[src/rtl/sdram_arbiter.sv]
// sdram_arbiter: two-master round-robin arbiter in front of an SDRAM controller.
//
// Requester 0 (audio playrec) and requester 1 (display buffer) share one SDRAM
// command port. One command is granted at a time. Read responses are routed
// back to their issuer through an in-order tag FIFO.
//
// Ports:
//   clk, reset                  clock, asynchronous active-high reset
//   m0_* / m1_*                 requester command (addr, wdata, read, write) and
//                               response (waitrq, rdata, valid)
//   ram_addr/wdata/read/write   command to the SDRAM controller
//   ram_rdata/valid/waitrq      response and backpressure from the controller
//   err_orphan                  sticky: ram_valid arrived with no read outstanding
module sdram_arbiter #(
    parameter int unsigned ADDR_W    = 22,
    parameter int unsigned DATA_W    = 16,
    parameter int unsigned TAG_DEPTH = 4
) (
    input  logic              clk,
    input  logic              reset,
    input  logic [ADDR_W-1:0] m0_addr,
    input  logic [DATA_W-1:0] m0_wdata,
    input  logic              m0_read,
    input  logic              m0_write,
    output logic              m0_waitrq,
    output logic [DATA_W-1:0] m0_rdata,
    output logic              m0_valid,
    input  logic [ADDR_W-1:0] m1_addr,
    input  logic [DATA_W-1:0] m1_wdata,
    input  logic              m1_read,
    input  logic              m1_write,
    output logic              m1_waitrq,
    output logic [DATA_W-1:0] m1_rdata,
    output logic              m1_valid,
    output logic [ADDR_W-1:0] ram_addr,
    output logic [DATA_W-1:0] ram_wdata,
    output logic              ram_read,
    output logic              ram_write,
    input  logic [DATA_W-1:0] ram_rdata,
    input  logic              ram_valid,
    input  logic              ram_waitrq,
    output logic              err_orphan
);

    localparam int unsigned PtrW = (TAG_DEPTH > 1) ? $clog2(TAG_DEPTH) : 1;
    localparam int unsigned CntW = $clog2(TAG_DEPTH + 1);
    localparam logic [CntW-1:0] Full    = CntW'(TAG_DEPTH);
    localparam logic [PtrW-1:0] PtrLast = PtrW'(TAG_DEPTH - 1);

    typedef enum logic [0:0] {StIdle, StGrant} state_e;

    state_e          state_q;
    logic            gnt_id_q;
    logic            last_id_q;

    logic [PtrW-1:0] wr_ptr_q;
    logic [PtrW-1:0] rd_ptr_q;
    logic [CntW-1:0] count_q;
    logic            tags_q [TAG_DEPTH];

    logic            req0;
    logic            req1;
    logic            g_read;
    logic            g_write;
    logic            in_grant;
    logic            cmd_read;
    logic            blocked;
    logic            gnt_waitrq;
    logic            accept;
    logic            push;
    logic            pop;
    logic            orphan;

    function automatic logic [PtrW-1:0] ptr_inc(input logic [PtrW-1:0] p);
        return (p == PtrLast) ? '0 : p + 1'b1;
    endfunction

    assign req0    = m0_read | m0_write;
    assign req1    = m1_read | m1_write;
    assign g_read  = gnt_id_q ? m1_read  : m0_read;
    assign g_write = gnt_id_q ? m1_write : m0_write;

    assign ram_addr  = gnt_id_q ? m1_addr  : m0_addr;
    assign ram_wdata = gnt_id_q ? m1_wdata : m0_wdata;

    always_comb begin
        in_grant   = (state_q == StGrant);
        // Read+write together forwards only the write.
        cmd_read   = in_grant & g_read & ~g_write;
        // Reads stall while every tag slot is in use; writes never stall here.
        blocked    = cmd_read & (count_q == Full);
        ram_read   = cmd_read & ~blocked;
        ram_write  = in_grant & g_write;
        gnt_waitrq = blocked | ram_waitrq;
        m0_waitrq  = (in_grant && !gnt_id_q) ? gnt_waitrq : 1'b1;
        m1_waitrq  = (in_grant &&  gnt_id_q) ? gnt_waitrq : 1'b1;
        accept     = (ram_read | ram_write) & ~ram_waitrq;
        push       = accept & ram_read;
        pop        = ram_valid & (count_q != '0);
        orphan     = ram_valid & (count_q == '0);
    end

    always_ff @(posedge clk or posedge reset) begin
        if (reset) begin
            state_q   <= StIdle;
            gnt_id_q  <= 1'b0;
            last_id_q <= 1'b1;
        end else begin
            case (state_q)
                StIdle: begin
                    if (req0 | req1) begin
                        gnt_id_q <= (req0 & req1) ? ~last_id_q : req1;
                        state_q  <= StGrant;
                    end
                end
                StGrant: begin
                    if (accept) begin
                        last_id_q <= gnt_id_q;
                        state_q   <= StIdle;
                    end else if (!(g_read | g_write)) begin
                        // Requester withdrew: release without moving round-robin.
                        state_q <= StIdle;
                    end
                end
                default: state_q <= StIdle;
            endcase
        end
    end

    // Tag storage needs no reset: only slots between the pointers are read.
    always_ff @(posedge clk) begin
        if (push) begin
            tags_q[wr_ptr_q] <= gnt_id_q;
        end
    end

    always_ff @(posedge clk or posedge reset) begin
        if (reset) begin
            wr_ptr_q   <= '0;
            rd_ptr_q   <= '0;
            count_q    <= '0;
            err_orphan <= 1'b0;
            m0_valid   <= 1'b0;
            m1_valid   <= 1'b0;
            m0_rdata   <= '0;
            m1_rdata   <= '0;
        end else begin
            m0_valid <= 1'b0;
            m1_valid <= 1'b0;
            if (push) begin
                wr_ptr_q <= ptr_inc(wr_ptr_q);
            end
            if (pop) begin
                rd_ptr_q <= ptr_inc(rd_ptr_q);
                if (tags_q[rd_ptr_q]) begin
                    m1_rdata <= ram_rdata;
                    m1_valid <= 1'b1;
                end else begin
                    m0_rdata <= ram_rdata;
                    m0_valid <= 1'b1;
                end
            end
            if (orphan) begin
                err_orphan <= 1'b1;
            end
            case ({push, pop})
                2'b10:   count_q <= count_q + 1'b1;
                2'b01:   count_q <= count_q - 1'b1;
                default: count_q <= count_q;
            endcase
        end
    end

endmodule

[config.mk]
export PLATFORM = sky130hd
export DESIGN_NAME = sdram_arbiter
export DESIGN_NICKNAME = d
export VERILOG_FILES = /design/src/rtl/sdram_arbiter.sv
export SDC_FILE = /design/constraint.sdc
export NUM_CORES = 1
export LEC_CHECK = 0
export ABC_AREA = 1
export BUFFER_PORTS_ARGS = -buffer_cell sky130_fd_sc_hd__buf_2
export CAP_MARGIN = 40
export CORE_MARGIN = 5
export CORE_UTILIZATION = 47
export CTS_BUF_LIST = sky130_fd_sc_hd__clkbuf_8
export DETAILED_ROUTE_END_ITERATION = 8
export PLACE_DENSITY = 0.86
export SLEW_MARGIN = 0
export SYNTH_ARGS = -nofsm -noshare
export SYNTH_HDL_FRONTEND = slang
export SYNTH_SLANG_ARGS = --single-unit
[constraint.sdc]
create_clock -name clk -period 6.2 [get_ports clk]
set_clock_uncertainty 0.2 [all_clocks]
set_input_delay 0.62 -clock clk [delete_from_list [all_inputs] [get_ports clk]]
set_output_delay 0.62 -clock clk [all_outputs]
set_load 0.1 [all_outputs]
Word-level counts from Yosys, hierarchy flattened. Memory sizes are Yosys's and may differ from the RTL's. Cells that the tools add are included.

Register bits: 45. Bits in latches: 0. Bits in writable memories: 4. ROM bits: 0. Input port bits: 100. Output and inout port bits: 77. Logic and storage cells: 73. Memories kept: 1.

Add/sub/neg operators: 4. Multiply operators: 0. Divide/modulo/power cells: 0. $lt $le $gt $ge: 0. Eq/ne operators: 5. Shift operators: 0. Mux-type cells: 20. Bitwise logic cells: 22. Reduce and logical (&&, ||, !) cells: 10.

Memories: tags_q (depth 4, bits a word 1, read ports 1, clocked after memory_dff 0, wr ports 1, RTL line 59) `logic tags_q [TAG_DEPTH];`.

Operator list (number): 22-bit 2-to-1 mux (1); 16-bit 2-to-1 mux (1); 1-bit 2-to-1 mux (14); 1-bit bitwise AND (10); 2-bit AND reduction (4); 2-bit == test (second input constant) (3); 1-bit inverter (6); 1-bit bitwise OR (6); 3-bit one-hot mux with 2 select lines (1); 2-bit by 1-bit adder with 2-bit output (second input constant) (2); 2-bit 2-to-1 mux (2); 3-bit by 1-bit adder with 3-bit output (second input constant) (1); 3-bit == test (second input constant) (1); 3-bit zero test (1); 3-bit nonzero test (1); 3-bit by 1-bit subtractor with 3-bit output (second input constant) (1); 2-bit by 1-bit == test with 1-bit output (second input constant) (1); 1-bit logical AND (2); 1-bit one-hot mux with 2 select lines (1); 2-bit nonzero test (1); 1-bit zero test (1).

Logic depth before layout (Yosys ltp).
Word-level depth: 11. Depth in mapped cells: 11. Depth with buffers taken out: 10.

Worst setup path after synthesis. No wires, ideal clock.

Path type: input port to output port. From: input m1_write. To: output m0_waitrq. Arrival time: 1.733 ns. Data required time: 5.380 ns. Setup slack: 3.647 ns. Stages on the path: 7. Path buffers: 0. Cell sequence: inv_1 -> nand2_1 -> nand2_1 -> nand2_1 -> o21ai_0 -> inv_1 -> nand2_1.

Word-level cells in the longest chain between the ends: 6.

RTL lines: from (decl) (RTL line 31) `input logic m1_write,`; 1-bit 2-to-1 mux (RTL line 81) `assign g_write = gnt_id_q ? m1_write : m0_write;`; 1-bit inverter (RTL line 89) `cmd_read = in_grant & g_read & ~g_write;`; 1-bit bitwise AND (RTL line 89); 1-bit bitwise AND (RTL line 91) `blocked = cmd_read & (count_q == Full);`; 1-bit bitwise OR (RTL line 94) `gnt_waitrq = blocked | ram_waitrq;`; 1-bit 2-to-1 mux (RTL line 95) `m0_waitrq = (in_grant && !gnt_id_q) ? gnt_waitrq : 1'b1;`; to (decl) (RTL line 25) `output logic m0_waitrq,`.

No other way between the ends.

Worst setup path in the final report.
From: register gnt_id_q. To: output m0_waitrq.

Word-level cells in the longest chain between the ends: 6. Elaborated cells on any way between the ends: 10. Those cells by class: mux (3); bitwise (5); reduce/logical (2).

RTL lines: from (decl) (RTL line 53) `logic gnt_id_q;`; from (signal assigned) (RTL line 112) `gnt_id_q <= (req0 & req1) ? ~last_id_q : req1;`; 1-bit 2-to-1 mux, on equally long branches (RTL line 80, 81); 1-bit bitwise AND or 1-bit inverter (tied branches) (RTL line 89); 1-bit bitwise AND (RTL line 89); 1-bit bitwise AND (RTL line 91); 1-bit bitwise OR (RTL line 94); 1-bit 2-to-1 mux * (RTL line 95).

Mark *: on every way between the ends. The rest lies on a longest branch, timed or not.

==> qor.yml <==
ys_ff_latch: 49
finalHoldWorstSlack_ns: 0.226
rrSetupSlack_ns: 3.55
drive_above_1_share_pct: 37.8
port_buffers: 176
synth_compound_area_share_pct: 4.70
min_period_over_period_pct: 50.7
drc: 0
cts_resized: 0
syn2layout_area_growth_pct: 36.4
cts-buffers-inserted: 5
holdBufCountCts: 0
cts_tree: "built"
muxShareOfSynthArea_pct: 0
wl_per_cell_um: 14.0
final_nets: 648
critical_path_class: "flop to primary output"
die_area_um2: 7390
layout_common_cells: "218 x nand2_1, 176 x buf_2, 44 x dfrtp_1"
synth_cell_types: 32
ys_warn_count: 0
start_util_pct: 48.7
synth_ff_type: "dfrtp_1"
syn_inst: 370
crit_path_max_fanout: 40
synth-edff-count: 4
cts_buffer_depth: 2
reg2reg_depth: 8
synth_top_area_share_pct: 40.6
antennaDiodeCount: 0
synth_area_leaders: "dfrtp_1 41%, nand2_1 30%, edfxtp_1 4.4%"
rsz0062_at_grt: "no"
worstSetupEndpointType: "primary output"
max_slew_margin_pct: 60.9
crit_top_cell: "nand2_1"
tightest_slew_ns: 0.585
htreeDepth: 2
gp_congestion: 0.884
final_common_cell: "nand2_1"
maxCapViolCount: 0
die_w_um: 86.0
syn_avg_cell_area_um2: 7.33
drt-vias-per-instance: 4.86
critPathArrivalTime_ns: 2.32
grtUsageTotal_pct: 23.6
worstSkewPairLatency_ns: 0.31
max_stage_delay_ns: 0.44
setup-tns-final_ns: 0
synth_top_family_by_area: "simple AND/OR/NAND/NOR gates"
grt_max_degree: 48
grt_pass1_wl_um: 13600
fmax_mhz: 318
dpl.hpwl_um: 7060
synth_top_cell_by_area: "dfrtp_1"
drt_first_iter_violations: 80
startpoint_type: "flop"
grt_pass1_vias: 2955
async_reset_ff_share_pct: 91.8
synth_seq_area_share_pct: 46.0
fill_cells: 504
layout_min_cycle_time_ns: 3.14
vias: 2983
finalMaxSlewViolations: 0
first_pass_iters: 4
hp-class: "input pin to async pin"
cp.required_ns: 5.38
path_clk_slew_ns: 0.09
crit_slowest_cell: "inv_2"
cp_cell_sequence: "inv_2 -> nand3_1 -> nand2_1 -> nand2_1 -> o21ai_0 -> inv_1 -> nand2_1 -> buf_2"
synthSimpleGateAreaFrac_pct: 38.0
grt_overflow: 0
setup_viol: 0
post_cts_buffers: 0
routed_wl_um: 8620
clock-root-buffer: "clkbuf_8"
synthAdderAreaFrac_pct: 3.51
synth_xor_area_share_pct: 0.646
netlist_area_um2: 2710
core.rowCount: 27
outcome: "finished clean"
finalHoldViolations: 0
ant_nets: 0
fp.dieH_um: 86.0
clock_sinks: 49
ios: 177
fp.coreArea_um2: 5570
syn-num-nets: 477
antenna_found_initial: 0
## critical path: cells and delay by family (launching register included)
| family | cells | cell delay (ns) |
|---|---|---|
| compound gates | 1 | 0.15 |
| flops | 1 | 0.40 |
| simple gates | 4 | 0.52 |
| buf+inv | 3 | 0.93 |
## synthesized netlist by cell type (all sizes together), types with 2 or more instances
library cell	number
buf	8
clkbuf	6
dfrtp	44
edfxtp	4
ha	6
inv	25
nand2	225
nand3	12
nor2	8
o21ai	23
or2	2
## sequential cells by signal, summed over array words and instances, names as in the netlist
register	count
last_id_q	1
m1_rdata	16
in_grant	1
rd_ptr_q	2
gnt_id_q	1
m1_valid	1
wr_ptr_q	2
count_q	3
err_orphan	1
m0_rdata	16
m0_valid	1
tags_q	4
## final timing paths
kind / from / to
min in group clk: err_orphan / err_orphan
max in group asynchronous: reset / last_id_q
max reg2reg: gnt_id_q / count_q[1]
min reg2reg: err_orphan / err_orphan
max: gnt_id_q / m0_waitrq
min: reset / wr_ptr_q[0]
## logic make-up (layout without fill, tap and decap cells)
group | Yosys count | in the layout
flip-flops | 49 | 49
AND/OR/NAND/NOR | 248 | 248
adder cells (fa/ha/maj) | 7 | 7
AO/OA/AOI/OAI | 25 | 25
XOR/XNOR | 2 | 2
buffers and inverters | 39 | 211
## metrics by stage
stage | utilization, % | setup slack, ns | cell area [um^2] | std cells
after global placement | 64.7 | 3.47 | 3610 | 606
after floorplan | - | 3.65 | 2710 | 370
after global routing | 66.4 | 2.78 | 3700 | 614
after CTS | 66.4 | 3.03 | 3700 | 614
after detailed placement | 64.7 | 3.38 | 3610 | 606
final | 66.4 | 3.06 | 3700 | 614
## area by class of cell
type | count | area, um^2 | share of cell area [%]
repair buffers | 178 | 896 | 24.2
clock buffers | 5 | 68.8 | 1.86
multi-input cells | 282 | 1270 | 34.3
clock inverters | 3 | 25.0 | 0.676
inverters | 25 | 104 | 2.81
well taps | 72 | 90.1 | 2.43
flip-flops and latches | 49 | 1250 | 33.7
## layer usage
metal | global-route usage [%] | vias up | part of all wire [%]
met5 | 0 | - | 0
met2 | 41.5 | 133 | 51
met3 | 6.15 | 32 | 7.8
li1 | - | 1471 | -
met4 | 14.4 | 0 | 5.1
met1 | 25.1 | 1347 | 36
Power is not shown: default switching activity piles up to over one toggle a cycle in this logic, so the estimate is an artifact.
